### src/rtl/gfx_pkg.sv
`default_nettype none
// ---------------------------------------------------------------------------
// gfx_pkg : VGA 640x480@60 timing defaults, coordinate and sync-entry types
// Rev 1.0
// ---------------------------------------------------------------------------
package gfx_pkg;

  localparam int H_ACTIVE_DEF = 640;
  localparam int H_FP_DEF     = 16;
  localparam int H_SYNC_DEF   = 96;
  localparam int H_BP_DEF     = 48;

  localparam int V_ACTIVE_DEF = 480;
  localparam int V_FP_DEF     = 10;
  localparam int V_SYNC_DEF   = 2;
  localparam int V_BP_DEF     = 33;

  typedef logic [9:0] coord_t;

  typedef struct packed {
    coord_t x;
    coord_t y;
    logic   valid;
    logic   hsync_n;
    logic   vsync_n;
    logic   line_start;
    logic   frame_start;
  } sync_entry_t;

  // Idle entry: nothing displayed, syncs released, no pulses, position kept.
  function automatic sync_entry_t idle_entry(input coord_t x, input coord_t y);
    sync_entry_t e;
    e.x           = x;
    e.y           = y;
    e.valid       = 1'b0;
    e.hsync_n     = 1'b1;
    e.vsync_n     = 1'b1;
    e.line_start  = 1'b0;
    e.frame_start = 1'b0;
    return e;
  endfunction

  function automatic logic in_window(input coord_t v, input int lo, input int len);
    return (int'(v) >= lo) && (int'(v) < lo + len);
  endfunction

endpackage
`default_nettype wire

### src/rtl/vga_sync_delay.sv
`default_nettype none
// ---------------------------------------------------------------------------
// vga_sync_delay : DEPTH-stage shift register of sync entries, async clear to idle
// Rev 1.0
// ---------------------------------------------------------------------------
module vga_sync_delay
  import gfx_pkg::*;
#(
  parameter int DEPTH = 2
) (
  input  logic        clk_pix,
  input  logic        rst_n,
  input  sync_entry_t entry_in,
  output sync_entry_t entry_out
);

  sync_entry_t stage_q [DEPTH];
  sync_entry_t stage_d [DEPTH];

  for (genvar i = 0; i < DEPTH; i++) begin : g_stage
    if (i == 0) begin : g_head
      assign stage_d[i] = entry_in;
    end else begin : g_tail
      assign stage_d[i] = stage_q[i-1];
    end

    always_ff @(posedge clk_pix or negedge rst_n) begin
      if (!rst_n) begin
        stage_q[i] <= idle_entry('0, '0);
      end else begin
        stage_q[i] <= stage_d[i];
      end
    end
  end

  assign entry_out = stage_q[DEPTH-1];

endmodule
`default_nettype wire

### src/rtl/vga_timing.sv
`default_nettype none
// ---------------------------------------------------------------------------
// vga_timing : 640x480@60 counters with a lead-side fetch stream and aligned
//              display outputs. Optional frame counter: VGA_FRAME_COUNT_EN.
// Rev 1.0
// ---------------------------------------------------------------------------
module vga_timing
  import gfx_pkg::*;
#(
  parameter int LOOKAHEAD = 2,
  parameter int H_ACTIVE  = H_ACTIVE_DEF,
  parameter int H_FP      = H_FP_DEF,
  parameter int H_SYNC    = H_SYNC_DEF,
  parameter int H_BP      = H_BP_DEF,
  parameter int V_ACTIVE  = V_ACTIVE_DEF,
  parameter int V_FP      = V_FP_DEF,
  parameter int V_SYNC    = V_SYNC_DEF,
  parameter int V_BP      = V_BP_DEF
) (
  input  logic        clk_pix,
  input  logic        rst_n,
  input  logic        en,
  output logic [9:0]  fetch_x,
  output logic [9:0]  fetch_y,
  output logic        fetch_valid,
  output logic [9:0]  sx,
  output logic [9:0]  sy,
  output logic        de,
  output logic        hsync,
  output logic        vsync,
  output logic        line_start,
  output logic        frame_start
`ifdef VGA_FRAME_COUNT_EN
  ,
  output logic [15:0] frame_count
`endif
);

  localparam int     H_TOTAL = H_ACTIVE + H_FP + H_SYNC + H_BP;
  localparam int     V_TOTAL = V_ACTIVE + V_FP + V_SYNC + V_BP;
  localparam coord_t H_LAST  = coord_t'(H_TOTAL - 1);
  localparam coord_t V_LAST  = coord_t'(V_TOTAL - 1);

  coord_t      hc_q, hc_d;
  coord_t      vc_q, vc_d;
  logic        h_wrap;
  logic        lead_active;
  sync_entry_t lead_entry;
  sync_entry_t disp_entry;

  // Counters hold (not reset) while en is low.
  always_comb begin
    hc_d   = hc_q;
    vc_d   = vc_q;
    h_wrap = (hc_q == H_LAST);
    if (en) begin
      hc_d = h_wrap ? '0 : hc_q + 10'd1;
      if (h_wrap) begin
        vc_d = (vc_q == V_LAST) ? '0 : vc_q + 10'd1;
      end
    end
  end

  always_ff @(posedge clk_pix or negedge rst_n) begin
    if (!rst_n) begin
      hc_q <= '0;
      vc_q <= '0;
    end else begin
      hc_q <= hc_d;
      vc_q <= vc_d;
    end
  end

  // Lead-side entry; a disabled cycle injects an idle entry at the held position.
  always_comb begin
    lead_active = (int'(hc_q) < H_ACTIVE) && (int'(vc_q) < V_ACTIVE);
    lead_entry  = idle_entry(hc_q, vc_q);
    if (en) begin
      lead_entry.valid       = lead_active;
      lead_entry.hsync_n     = ~in_window(hc_q, H_ACTIVE + H_FP, H_SYNC);
      lead_entry.vsync_n     = ~in_window(vc_q, V_ACTIVE + V_FP, V_SYNC);
      lead_entry.line_start  = (hc_q == '0);
      lead_entry.frame_start = (hc_q == '0) && (vc_q == '0);
    end
  end

  assign fetch_x     = hc_q;
  assign fetch_y     = vc_q;
  assign fetch_valid = lead_active;

  vga_sync_delay #(
    .DEPTH     (LOOKAHEAD)
  ) u_delay (
    .clk_pix   (clk_pix),
    .rst_n     (rst_n),
    .entry_in  (lead_entry),
    .entry_out (disp_entry)
  );

  assign sx          = disp_entry.x;
  assign sy          = disp_entry.y;
  assign de          = disp_entry.valid;
  assign hsync       = disp_entry.hsync_n;
  assign vsync       = disp_entry.vsync_n;
  assign line_start  = disp_entry.line_start;
  assign frame_start = disp_entry.frame_start;

`ifdef VGA_FRAME_COUNT_EN
  logic [15:0] frame_count_q, frame_count_d;

  always_comb begin
    frame_count_d = frame_count_q;
    if (disp_entry.frame_start) begin
      frame_count_d = frame_count_q + 16'd1;
    end
  end

  always_ff @(posedge clk_pix or negedge rst_n) begin
    if (!rst_n) begin
      frame_count_q <= '0;
    end else begin
      frame_count_q <= frame_count_d;
    end
  end

  assign frame_count = frame_count_q;
`endif

endmodule
`default_nettype wire

### config.mk
export PLATFORM = sky130hd
export DESIGN_NAME = vga_timing
export DESIGN_NICKNAME = d
export VERILOG_FILES = /design/src/rtl/gfx_pkg.sv /design/src/rtl/vga_sync_delay.sv /design/src/rtl/vga_timing.sv
export SDC_FILE = /design/constraint.sdc
export NUM_CORES = 1
export LEC_CHECK = 0
export CAP_MARGIN = 20
export CORE_MARGIN = 2
export CORE_UTILIZATION = 55
export DETAILED_ROUTE_END_ITERATION = 10
export PLACE_DENSITY = 0.84
export SLEW_MARGIN = 10
export SYNTH_ARGS = -nofsm -noshare
export SYNTH_HDL_FRONTEND = slang
export SYNTH_SLANG_ARGS = --single-unit
### constraint.sdc
create_clock -name clk_pix -period 4.9 [get_ports clk_pix]
set_input_delay 0.49 -clock clk_pix [delete_from_list [all_inputs] [get_ports clk_pix]]
set_output_delay 0.49 -clock clk_pix [all_outputs]
set_load 0.05 [all_outputs]
==> impl_summary.md <==
Status
The flow ran to the end, and the final reports show no timing, DRC or antenna violations.

Global routing
Across every metal layer, demand over resource in global routing totals 0.185. The number of antenna violations at the first check in global routing was 0. The via count of the first global-routing pass is about 1,400. Entering global routing, the biggest net connects 71 pins. After global routing the overflow that remains totals 0. The wire length of the first global-routing pass is 7190 um.

Logic synthesis
Synthesis inferred 70 register bits. The cell type with the largest total area after synthesis is dfrtp_1. The distinct cell type count after synthesis is 32. In this run, synthesis inferred 0 flip-flops with an integrated enable. The sequential share of the synthesized area is 0.680. The share of synthesized area in the top cell type comes to 0.639. After synthesis, the cell types taking the most area are dfrtp_1 (64%), buf_4 (5.8%), dfstp_2 (4.1%).

In the synthesized netlist, the cells that appear most often are dfrtp_1 (66), buf_4 (20), nor2_1 (14), nand3_1 (11), o21ai_0 (11). The synthesized netlist occupies a cell area of about 2600 um2. Among all cell types in the netlist, the one instantiated most often is dfrtp_1.

Synthesis handed over a netlist of 200 instances. The mean instance size in the synthesized netlist is between 10 and 15 um2. Of all flip-flops after synthesis, the portion carrying an async set or reset was 1.00. The synthesized netlist net count is between 200 and 250. The number of warnings reported in the yosys synthesis log is 0. The most used flip-flop cell after synthesis is dfrtp_1.

Critical path
At the worst endpoint, the required time is ~4400 ps. The classification of the worst setup path is reg2out. The nature of the critical path endpoint is an output pin.

STA classifies the critical path startpoint as a flip-flop. Of all nets on the critical path, the largest fanout is 8. The critical path arrival is 2110 ps.

Layout
The repair_antennas step left the layout with diodes totalling 0. Relative to the synthesized area, the layout overhead comes to 20.9%. The fraction of final layout cells sized beyond drive strength 1 is 0.100. The count of filler cells inserted in the layout is ~340. The non-filler instance count after layout is slightly below 300. For this run, the post-layout net count is 243.

Floorplan
The area of the core is around 4400 um2. The initial utilization of the core area, before any placement, comes to 0.581. In this run the vertical extent of the chip is 72.5 um.

The I/O pin count is 49. The floorplan step defined a die boundary enclosing 5260 um2. The floorplan step set the die width to about 73 um.

The number of core rows is 24.

Power
Power spread over the standard cell area amounts to between 400 and 500 nW/um2. The worst-case IR drop observed on VDD is around 0.38 mV. The static power due to leakage is around 1.4 nW.

Drt
After detailed routing, the total wire length is roughly 4300 um. Dividing the detail-routed wire length by the instance count gives 14.8 um. The first-pass detailed-route iteration total is 4. The iteration-0 DRC count of the detailed router is between 150 and 200. In the routed layout, each cell is associated on average with a via count of 5.35.

The overall via count from detail_route is ~1,600. The number of nets still failing antenna checks after routing is 0. The total DRC errors in the routed layout is 0.

Placement
At the end of routability-driven placement, the weighted congestion stood at roughly 0.84. After detailed placement, the design holds a cell count of between 200 and 300. The post-place setup slack is 2270 ps.

During placement, the flow inserted port buffers numbering 48. The HPWL after detailed placement is roughly 2900 um.

Timing
Subtracting the final worst setup slack from the clock period gives between 2000 and 3000 ps. Setup repair after global routing left no endpoint under its margin. The number of slew-limit violations in the final report is 0. For the final database, setup skew stands at around 7 ps. Measured against its own limit, the worst slew margin works out to 0.453. The smallest hold slack is about 330 ps. The count of final setup violators is 0.

The part of the cycle the worst path needs is 0.531. The worst setup slack after layout is ~2300 ps. The hold violation total from the final report was 0. The total negative setup slack is 0 ps.

At the pin with the least slew margin, the transition time is ~820 ps. Static timing analysis puts the maximum clock frequency at around 380 MHz.

Clock network
Clock tree synthesis inserted a total of 9 buffers. The clock reaches the later pin of the worst-skew pair after roughly 340 ps. In this run the deepest clock path goes through 2 buffers.

The number of sinks driven by the clock tree is 70. The number of buffers added for setup after CTS is 0. The clock tree root driver cell is clkbuf_8.

The number of buffers inserted for hold repair after clock tree synthesis is 0. The CTS tree is yes. In this run, post-CTS repair resized a total of 0 instances. The level count of the clock H-tree is 3. The clock transition at the registers of the reported paths is roughly 70 ps.

Flow run
The tool flagged a number of max-cap violations equal to 0.

Hold path
The class of the worst hold path is in2async.
layer usage:
metal	track usage	wire, um	vias to the layer above
met5	0	0	-
met4	0.111	93	0
met3	0.0375	236	9
met2	0.269	2030	57
met1	0.260	1970	765
li1	-	-	732
power by group:
group	leakage [nW]	internal, mW	switching, mW
sequential	0.861	0.660	0.0776
clock	0.0752	0.179	0.196
combinational	0.465	0.133	0.269
area by class of cell:
type                    count  area, um2  share of cell area
clock buffers              11        131              0.0421
well taps                  52       65.1              0.0208
clock inverters             4       25.0             0.00801
inverters                   6       22.5             0.00721
flip-flops and latches     70       1760               0.562
multi-input cells          99        632               0.202
repair buffers             50        490               0.157
path summary, 6_finish.rpt:
check | from | to | slack, ps | depth (start not counted)
max | fetch_y[6] | fetch_valid | 2300 | 4
min | rst_n | u_delay.stage_d[13] | 330 | 2
max in group asynchronous | rst_n | u_delay.entry_out[17] | 4030 | 2
min reg2reg | u_delay.stage_d[10] | u_delay.entry_out[10] | 340 | 0
max reg2reg | fetch_x[0] | fetch_y[8] | 2750 | 6
min in group clk_pix | u_delay.stage_d[10] | u_delay.entry_out[10] | 340 | 0
sequential cells by signal, summed over array words and instances, names as in the netlist:
register	cells
fetch_x	10
fetch_y	10
u_delay.entry_out	25
u_delay.stage_d	25
logic make-up after synthesis:
family | Yosys count | share of synthesized area
and+or+nand+nor | 66 | 0.146
AOI/OAI and AO/OA | 20 | 0.0479
DFF | 70 | 0.680
xor gates and xnor gates | 8 | 0.0271
adders and majority gates | 4 | 0.0194
buffers and inverters | 31 | 0.0755
muxes | 1 | 0.00387
worst max-delay path, cell delays in order, from the launching register on:
cell and delay [ps]:
dfrtp_1 480, nand4_1 220, nand2_1 90, nor2_1 160, clkdlybuf4s50_1 830
layout by cell type (no fill, tap or decap), types with 2 or more instances in the layout:
master	netlist	layout
nand2_1	10	10
clkbuf_8	0	9
clkinvlp_4	0	2
nor3_1	7	7
buf_4	20	2
nand4_1	3	3
nor2_1	14	14
clkbuf_1	2	2
o21ai_0	11	11
dfstp_2	4	4
dfrtp_1	66	66
clkdlybuf4s50_1	0	47
xnor2_1	5	5
a32o_1	2	2
nor2b_1	3	3
nor4_1	3	3
nand3_1	11	11
and3_1	4	4
inv_1	6	6
and4_1	3	3
a21oi_1	3	3
clkinv_2	0	2
xor2_1	3	3
a22o_1	3	3
ha_1	4	4
per-stage QoR:
stage	total power, mW	instance area (um2)	util
4_1_cts	1.53	3120	0.703
5_1_grt	1.59	3120	0.703
6_report	1.51	3120	0.703
3_5_place_dp	1.15	2970	0.668
2_1_floorplan	1.05	2580	-
3_3_place_gp	1.15	2970	0.668
No activity file was read; power rests on OpenSTA's default activity.
